$ cat src/rtl/wheel_state_store.sv
// Double-buffered wheel node/velocity store: the updater streams a new state into the shadow set,
// and it is copied to the live set only once a complete, error-free step has been received.
module wheel_state_store #(
    parameter int NUM_NODES      = 8,
    parameter int POSITION_SIZE  = 16,
    parameter int VELOCITY_SIZE  = 16,
    parameter int TIMEOUT_CYCLES = 4096
) (
    input  logic                                          clk_in,
    input  logic                                          rst_in,
    input  logic                                          step_in,
    input  logic                                          load_in,
    input  logic [1:0][NUM_NODES-1:0][POSITION_SIZE-1:0]  init_nodes,
    input  logic [1:0][NUM_NODES-1:0][VELOCITY_SIZE-1:0]  init_velocities,
    output logic                                          begin_out,
    input  logic [POSITION_SIZE-1:0]                      node_in_x,
    input  logic [POSITION_SIZE-1:0]                      node_in_y,
    input  logic                                          node_in_valid,
    input  logic                                          node_in_done,
    input  logic [VELOCITY_SIZE-1:0]                      velocity_in_x,
    input  logic [VELOCITY_SIZE-1:0]                      velocity_in_y,
    input  logic                                          velocity_in_valid,
    input  logic                                          result_in,
    output logic [1:0][NUM_NODES-1:0][POSITION_SIZE-1:0]  nodes_out,
    output logic [1:0][NUM_NODES-1:0][VELOCITY_SIZE-1:0]  velocities_out,
    output logic                                          busy,
    output logic                                          step_done,
    output logic [1:0]                                    error_out,
    output logic [1:0]                                    state_dbg
);
    localparam int IW = (NUM_NODES > 1) ? $clog2(NUM_NODES) : 1;
    localparam int CW = $clog2(NUM_NODES) + 1;
    localparam int WW = $clog2(TIMEOUT_CYCLES + 1);

    typedef enum logic [1:0] {S_IDLE, S_NODES, S_VELS, S_COMMIT} state_t;

    state_t state_q, state_d;
    logic [1:0][NUM_NODES-1:0][POSITION_SIZE-1:0] live_n_q, live_n_d, sh_n_q, sh_n_d;
    logic [1:0][NUM_NODES-1:0][VELOCITY_SIZE-1:0] live_v_q, live_v_d, sh_v_q, sh_v_d;
    logic [CW-1:0] node_cnt_q, node_cnt_d, vel_cnt_q, vel_cnt_d, n_after, v_after;
    logic [WW-1:0] wdog_q, wdog_d, wdog_nx;
    logic [1:0]    err_q, err_d;
    logic          step_err_q, step_err_d;
    logic          begin_q, begin_d, done_q, done_d, busy_q, busy_d;
    logic          e01, e10, e11, stray;

    always_comb begin
        state_d    = state_q;
        live_n_d   = live_n_q;
        live_v_d   = live_v_q;
        sh_n_d     = sh_n_q;
        sh_v_d     = sh_v_q;
        node_cnt_d = node_cnt_q;
        vel_cnt_d  = vel_cnt_q;
        wdog_d     = wdog_q;
        err_d      = err_q;
        step_err_d = step_err_q;
        begin_d    = 1'b0;
        done_d     = 1'b0;
        e01        = 1'b0;
        e10        = 1'b0;
        e11        = 1'b0;
        n_after    = node_cnt_q;
        v_after    = vel_cnt_q;
        wdog_nx    = wdog_q + WW'(1);
        stray      = node_in_valid | node_in_done | velocity_in_valid | result_in;

        case (state_q)
            S_IDLE: begin
                if (load_in) begin
                    live_n_d = init_nodes;
                    sh_n_d   = init_nodes;
                    live_v_d = init_velocities;
                    sh_v_d   = init_velocities;
                    err_d    = 2'b00;
                end else begin
                    e11 = stray;
                    if (step_in) begin
                        begin_d    = 1'b1;
                        node_cnt_d = '0;
                        vel_cnt_d  = '0;
                        wdog_d     = '0;
                        step_err_d = 1'b0;
                        state_d    = S_NODES;
                    end
                end
            end
            S_NODES: begin
                if (wdog_nx == WW'(TIMEOUT_CYCLES)) begin
                    e10     = 1'b1;
                    state_d = S_IDLE;
                end else begin
                    wdog_d = wdog_nx;
                    if (node_in_valid) begin
                        if (node_cnt_q < CW'(NUM_NODES)) begin
                            sh_n_d[0][node_cnt_q[IW-1:0]] = node_in_x;
                            sh_n_d[1][node_cnt_q[IW-1:0]] = node_in_y;
                            n_after = node_cnt_q + CW'(1);
                        end else begin
                            e01 = 1'b1;
                        end
                    end
                    node_cnt_d = n_after;
                    // The beat sharing the done cycle is already included in n_after.
                    if (node_in_done) begin
                        if (n_after != CW'(NUM_NODES)) e01 = 1'b1;
                        state_d = S_VELS;
                    end
                end
            end
            S_VELS: begin
                if (wdog_nx == WW'(TIMEOUT_CYCLES)) begin
                    e10     = 1'b1;
                    state_d = S_IDLE;
                end else begin
                    wdog_d = wdog_nx;
                    if (velocity_in_valid) begin
                        if (vel_cnt_q < CW'(NUM_NODES)) begin
                            sh_v_d[0][vel_cnt_q[IW-1:0]] = velocity_in_x;
                            sh_v_d[1][vel_cnt_q[IW-1:0]] = velocity_in_y;
                            v_after = vel_cnt_q + CW'(1);
                        end else begin
                            e01 = 1'b1;
                        end
                    end
                    vel_cnt_d = v_after;
                    if (result_in) begin
                        if (v_after == CW'(NUM_NODES) && !step_err_q && !e01) begin
                            state_d = S_COMMIT;
                        end else begin
                            e01     = 1'b1;
                            state_d = S_IDLE;
                        end
                    end
                end
            end
            default: begin
                live_n_d = sh_n_q;
                live_v_d = sh_v_q;
                done_d   = 1'b1;
                e11      = stray;
                state_d  = S_IDLE;
            end
        endcase

        step_err_d = step_err_d | e01 | e10;
        // Only the first error since load/reset is kept.
        if (err_q == 2'b00) begin
            if (e10)      err_d = 2'b10;
            else if (e01) err_d = 2'b01;
            else if (e11) err_d = 2'b11;
        end
        busy_d = (state_d != S_IDLE);
    end

    always_ff @(posedge clk_in or posedge rst_in) begin
        if (rst_in) begin
            state_q    <= S_IDLE;
            live_n_q   <= '0;
            live_v_q   <= '0;
            sh_n_q     <= '0;
            sh_v_q     <= '0;
            node_cnt_q <= '0;
            vel_cnt_q  <= '0;
            wdog_q     <= '0;
            err_q      <= 2'b00;
            step_err_q <= 1'b0;
            begin_q    <= 1'b0;
            done_q     <= 1'b0;
            busy_q     <= 1'b0;
        end else begin
            state_q    <= state_d;
            live_n_q   <= live_n_d;
            live_v_q   <= live_v_d;
            sh_n_q     <= sh_n_d;
            sh_v_q     <= sh_v_d;
            node_cnt_q <= node_cnt_d;
            vel_cnt_q  <= vel_cnt_d;
            wdog_q     <= wdog_d;
            err_q      <= err_d;
            step_err_q <= step_err_d;
            begin_q    <= begin_d;
            done_q     <= done_d;
            busy_q     <= busy_d;
        end
    end

    assign nodes_out      = live_n_q;
    assign velocities_out = live_v_q;
    assign begin_out      = begin_q;
    assign step_done      = done_q;
    assign busy           = busy_q;
    assign error_out      = err_q;
    assign state_dbg      = state_q;
endmodule
$ cat config.mk
export PLATFORM = sky130hd
export DESIGN_NAME = wheel_state_store
export DESIGN_NICKNAME = d
export VERILOG_FILES = /design/src/rtl/wheel_state_store.sv
export SDC_FILE = /design/constraint.sdc
export NUM_CORES = 2
export LEC_CHECK = 0
export CAP_MARGIN = 20
export CORE_AREA = 2 2 431 433
export DETAILED_ROUTE_END_ITERATION = 6
export DIE_AREA = 0 0 433 435
export PLACE_DENSITY = 0.48
export SLEW_MARGIN = 20
export SYNTH_ARGS = -nofsm -noshare
export SYNTH_HDL_FRONTEND = slang
export SYNTH_SLANG_ARGS = --single-unit
$ cat constraint.sdc
create_clock -name clk_in -period 38.3 [get_ports clk_in]
set_clock_uncertainty 0.05 [all_clocks]
set_input_delay 3.83 -clock clk_in [delete_from_list [all_inputs] [get_ports clk_in]]
set_output_delay 3.83 -clock clk_in [all_outputs]
set_load 0.005 [all_outputs]
---- After elaboration in Yosys (flattened, before gate mapping) ----
Index checks and enable logic that the tools add are counted.
operators by class
  $lt $le $gt $ge ......................... 6
  equality and inequality tests ........... 15
  bitwise operators ....................... 6
  reduce and logical (&&, ||, !) cells .... 20
  add/sub/neg operators ................... 3
  muxes and demuxes ....................... 76
operators by type and width
  cell                     count
  $mux W256                8
  $pmux W256 S2            4
  $bwmux W128              4
  $demux W16 S3            2
  $mux W4                  12
  $mux W13                 3
  $mux W16                 2
  $mux W2                  13
  $pmux W13 S2             1
  $mux W1                  22
  $ne A2 B2 Y1 const B     10
  $pmux W4 S2              2
  $add A13 B1 Y13 const B  1
  $eq A13 B13 Y1 const B   1
  $reduce_and A4 Y1        3
  $reduce_and A5 Y1        2
  $add A4 B1 Y4 const B    2
  $lt A3 B4 Y1 const B     2
  $lt A4 B4 Y1 const B     2
  $reduce_bool A2 Y1       4
  $ge A3 B1 Y1 const B     2
  $pmux W2 S3              1
  $or A1 B1 Y1             5
  $eq A4 B4 Y1 const B     1
  11 further kinds         17
word-level totals
  logic and storage cells ................. 199
  output and inout bits ................... 519
  bits in registers ....................... 1,053
  input bits .............................. 584

---- Longest topological paths before layout ----
  word-level depth ........................ 15
  gate-level depth with buffers ........... 11
  gate-level depth less buffers ........... 9

---- Least setup slack after synthesis ----
No wires, ideal clock.
  path type ............................... input to register
  start ................................... input port load_in
  end ..................................... register sh_n_q[0] (netlist bit)
  slack ................................... 32.741 ns
  setup time .............................. 0.137 ns
  path buffers ............................ 3
  required time ........................... 38.113 ns
  stages .................................. 7
  arrival time ............................ 5.372 ns
  path through ............................ nand2b_1 -> buf_1 -> nand3_1 -> o21ai_0 -> clkbuf_1 -> clkbuf_1 -> a2bb2oi_1
between the ends
  longest elaborated chain between the ends .. 2
RTL lines
  item                                line  text
  start: declaration                  12    input logic load_in,
  $ne A2 B2 Y1 (no source line)       --
  $reduce_and A5 Y1 (no source line)  --
  end signal: assignment              175   sh_n_q <= sh_n_d;
  end: declaration                    38    logic [1:0][NUM_NODES-1:0][POSITION_SIZE-1:0] live_n_q, live_n_d, sh_n_q, sh_n_d;
No other way between the ends.
A chain may end at the register's enable or synchronous reset.

---- Worst setup path after layout ----
  start ................................... input port load_in
  end ..................................... register live_n_q, in the netlist nodes_out[88]
between the ends
  longest elaborated chain between the ends .. 2
RTL lines
  item                                line  text
  $ne A2 B2 Y1 (no source line)       --
  $reduce_and A2 Y1 (no source line)  --
  end signal: assignment              173   live_n_q <= live_n_d;
  end: declaration                    38
No other way between the ends.

==> results.ini <==
[drt]
dr_total_vias = 40474
wl_met3_um = 15400
vias_per_cell = 5.08
wl_met2_um = 107000
wl_um = 217000
wl_met1_um = 87300
wire_per_inst_um = 27.2
drc = 1
ant_nets = 0
dr.pass1.iters = 7
top_layer = met5
drt_iter0_markers = 2740

[worst_setup_path]
crit_path_cell_trace = clkdlybuf4s50_1, nand2b_1, nand2_4, buf_4, buf_4, buf_4, o21ai_0
cp-end-kind = register
critical_path.top_delay_family = buffers and inverters
crit_top_cell = buf_4
slowest_delay_ps = 840
worst_ep_required_time_ps = 38850
critPathSlowestCell = buf_4
crit_type = input port to register
cp_num_buf_inv = 4
crit_fanout = 107
cp.arrival_ps = 8130
crit_path_start_kind = input port

[clock_tree]
cts_buffer_depth = 3
cts_sinks = 1053
cts_resized = 0
htree_levels = 4
cts_tree = done
cts_made_buffers = 132
clk_pin_slew_worst_paths_ps = 60
clock_latency_ps = 790
cts_root_buf = clkbuf_16
cts_setup_buffers = 0
ctsHoldBuffers = 0

[global_routing]
grt-ovfl-total = 0
grt_use_total = 0.224
grt_pass1_vias = 40531
grt_max_degree = 213
grt_pass1_wl_um = 308000
antenna_found_initial = 80

[timing]
hold_viol = 0
tightest_slew_ps = 1130
fin_crit_sh = 0.198
slew_headroom = 0.245
max_freq_ghz = 0.132
fin_hold_ws_ps = 425
fin_setup_tns_ps = 0
rsz0062_at_grt = false
slew_viol_final = 0
setup_viol = 0
min_period_ps = 7570

[run_status]
failed_checks = DRC
status = finished, violations left

[final_layout]
areaGrowthSynthToFinish_pct = 36.1
fillers = 18356
drive_above_1_share = 0.0628
finish.utilization = 0.357
fin_nets = 5957

[yosys]
ys_seq_area_frac = 0.545
ys_ff_latch = 1053
synth_area_sq_mm = 0.0483
syn_inst = 4499
syn_nets = 5090
async_flop_share = 1.00
ys.flop_type = dfrtp_1
synth_edf_count = 0
yosysWarnings = 0
synth_area_per_cell_sq_um = 10.7
synth_cell_type_count = 71

[pwr]
p_per_area_mw_per_mm2 = 91.2
p_leak_nw = 28.1
design_power_total_mw = 6.00
ir_drop_mv = 0.0755

[flow_run]
maxCapViolations = 0

[placed_design]
hpwl_um = 148000
port_buffers = 1102
gp_congestion = 0.828

[worst_hold_path]
min-delay-path-class = register to register

[floorplan]
start_util = 0.263
die_w_um = 433
core_area_sq_mm = 0.184
pin_count = 1103
die_y_um = 435
row_count = 158
die_area_sq_mm = 0.188

layer usage:
layer | track usage | up-vias
met5 | 0 | -
met4 | 0.0742 | 80
met3 | 0.0599 | 363
met2 | 0.381 | 1397
met1 | 0.273 | 20473
li1 | - | 18161
worst min-delay path, stage by stage (launching register included):
cell     delay, ps
dfrtp_1        340
nand2_1         50
o21ai_0         60
flip-flops by register name (all words and copies together), names as in the netlist:
| signal | flops |
|---|---|
| node_cnt_q | 4 |
| state_dbg | 2 |
| wdog_q | 13 |
| velocities_out | 256 |
| error_out | 2 |
| busy | 1 |
| vel_cnt_q | 4 |
| nodes_out | 256 |
| sh_v_q | 256 |
| sh_n_q | 256 |
| step_done | 1 |
| step_err_q | 1 |
| begin_out | 1 |
layout make-up:
cell class,count,area (sq um),share of cell area
well taps,2480,3100,0.0472
clock buffers,203,3940,0.0598
inverters,61,236,0.00360
flip-flops and latches,1053,26400,0.401
diodes,28,70.1,0.00107
multi-input cells,2942,20100,0.305
repair buffers,1176,11700,0.177
clock inverters,29,329,0.00500
cell usage in the layout, fill, tap and decap left out, drive strengths merged, types with 203 or more instances in the layout:
| master | instances |
|---|---|
| and2 | 227 |
| dfrtp | 1053 |
| mux2i | 513 |
| a221o | 262 |
| clkdlybuf4s50 | 1102 |
| o21ai | 559 |
| o22ai | 211 |
| a2bb2oi | 203 |
| nand2 | 580 |
| clkbuf | 203 |
synthesized netlist by cell type, types with 3 or more instances:
cell type / n / area [sq um]
dfrtp_1: 1053 / 26400
nand2_1: 580 / 2180
o21ai_0: 557 / 2790
mux2i_1: 513 / 5130
clkbuf_1: 347 / 1300
a221o_1: 262 / 2620
and2_1: 227 / 1420
o22ai_1: 211 / 1320
a2bb2oi_1: 203 / 1780
nor3_1: 80 / 400
inv_1: 60 / 225
nand3_1: 59 / 295
buf_1: 44 / 165
nand2b_1: 37 / 231
buf_2: 35 / 175
nor2_1: 33 / 124
mux2_2: 20 / 225
a21oi_1: 17 / 85.1
a221oi_1: 14 / 123
mux2_1: 13 / 146
buf_6: 10 / 113
and3_1: 8 / 50.1
buf_4: 7 / 52.6
ha_1: 7 / 87.6
nand3_2: 7 / 70.1
o2bb2a_4: 7 / 140
nor4_1: 6 / 37.5
o211ai_1: 5 / 37.5
or3_1: 5 / 31.3
nor2b_1: 4 / 25.0
a22o_1: 3 / 26.3
and3_4: 3 / 33.8
nand3b_1: 3 / 22.5
nand4b_1: 3 / 26.3
or4_1: 3 / 22.5
xnor2_1: 3 / 26.3
worst paths after layout:
kind | from | cells after the start | slack, ps | endpoint
max reg2reg | state_dbg[0] | 8 | 33050 | nodes_out[88]
min in group asynchronous | rst_in | 2 | 3580 | velocities_out[25]
max | load_in | 7 | 30730 | nodes_out[88]
min | velocities_out[113] | 2 | 430 | velocities_out[113]
max in group asynchronous | rst_in | 6 | 30980 | velocities_out[243]
min reg2reg | velocities_out[113] | 2 | 430 | velocities_out[113]
metrics by stage:
stage / worst slack [ps] / instance area (sq um) / std cells
after floorplan: 4780 / 48300 / 4499
after global placement: 29950 / 61400 / 7712
after detailed placement: 29890 / 61400 / 7712
after CTS: 30800 / 65700 / 7944
after global routing: 30300 / 65700 / 7962
final: 30730 / 65800 / 7972
where the power goes:
group / switching, mW / internal [mW] / leakage (nW) / total (mW)
combinational: 1.47 / 1.27 / 13.2 / 2.74
clock: 0.528 / 0.735 / 2.09 / 1.26
sequential: 0.340 / 1.66 / 12.8 / 2.00
logic make-up after synthesis:
kind of cell / synth area share
flip-flops: 0.545
adder cells (fa/ha/maj): 0.00181
multiplexers: 0.114
buffers and inverters: 0.0421
XOR/XNOR: 0.000725
AND/OR/NAND/NOR: 0.106
AO/OA/AOI/OAI: 0.190
No activity file was read; power rests on OpenSTA's default activity.
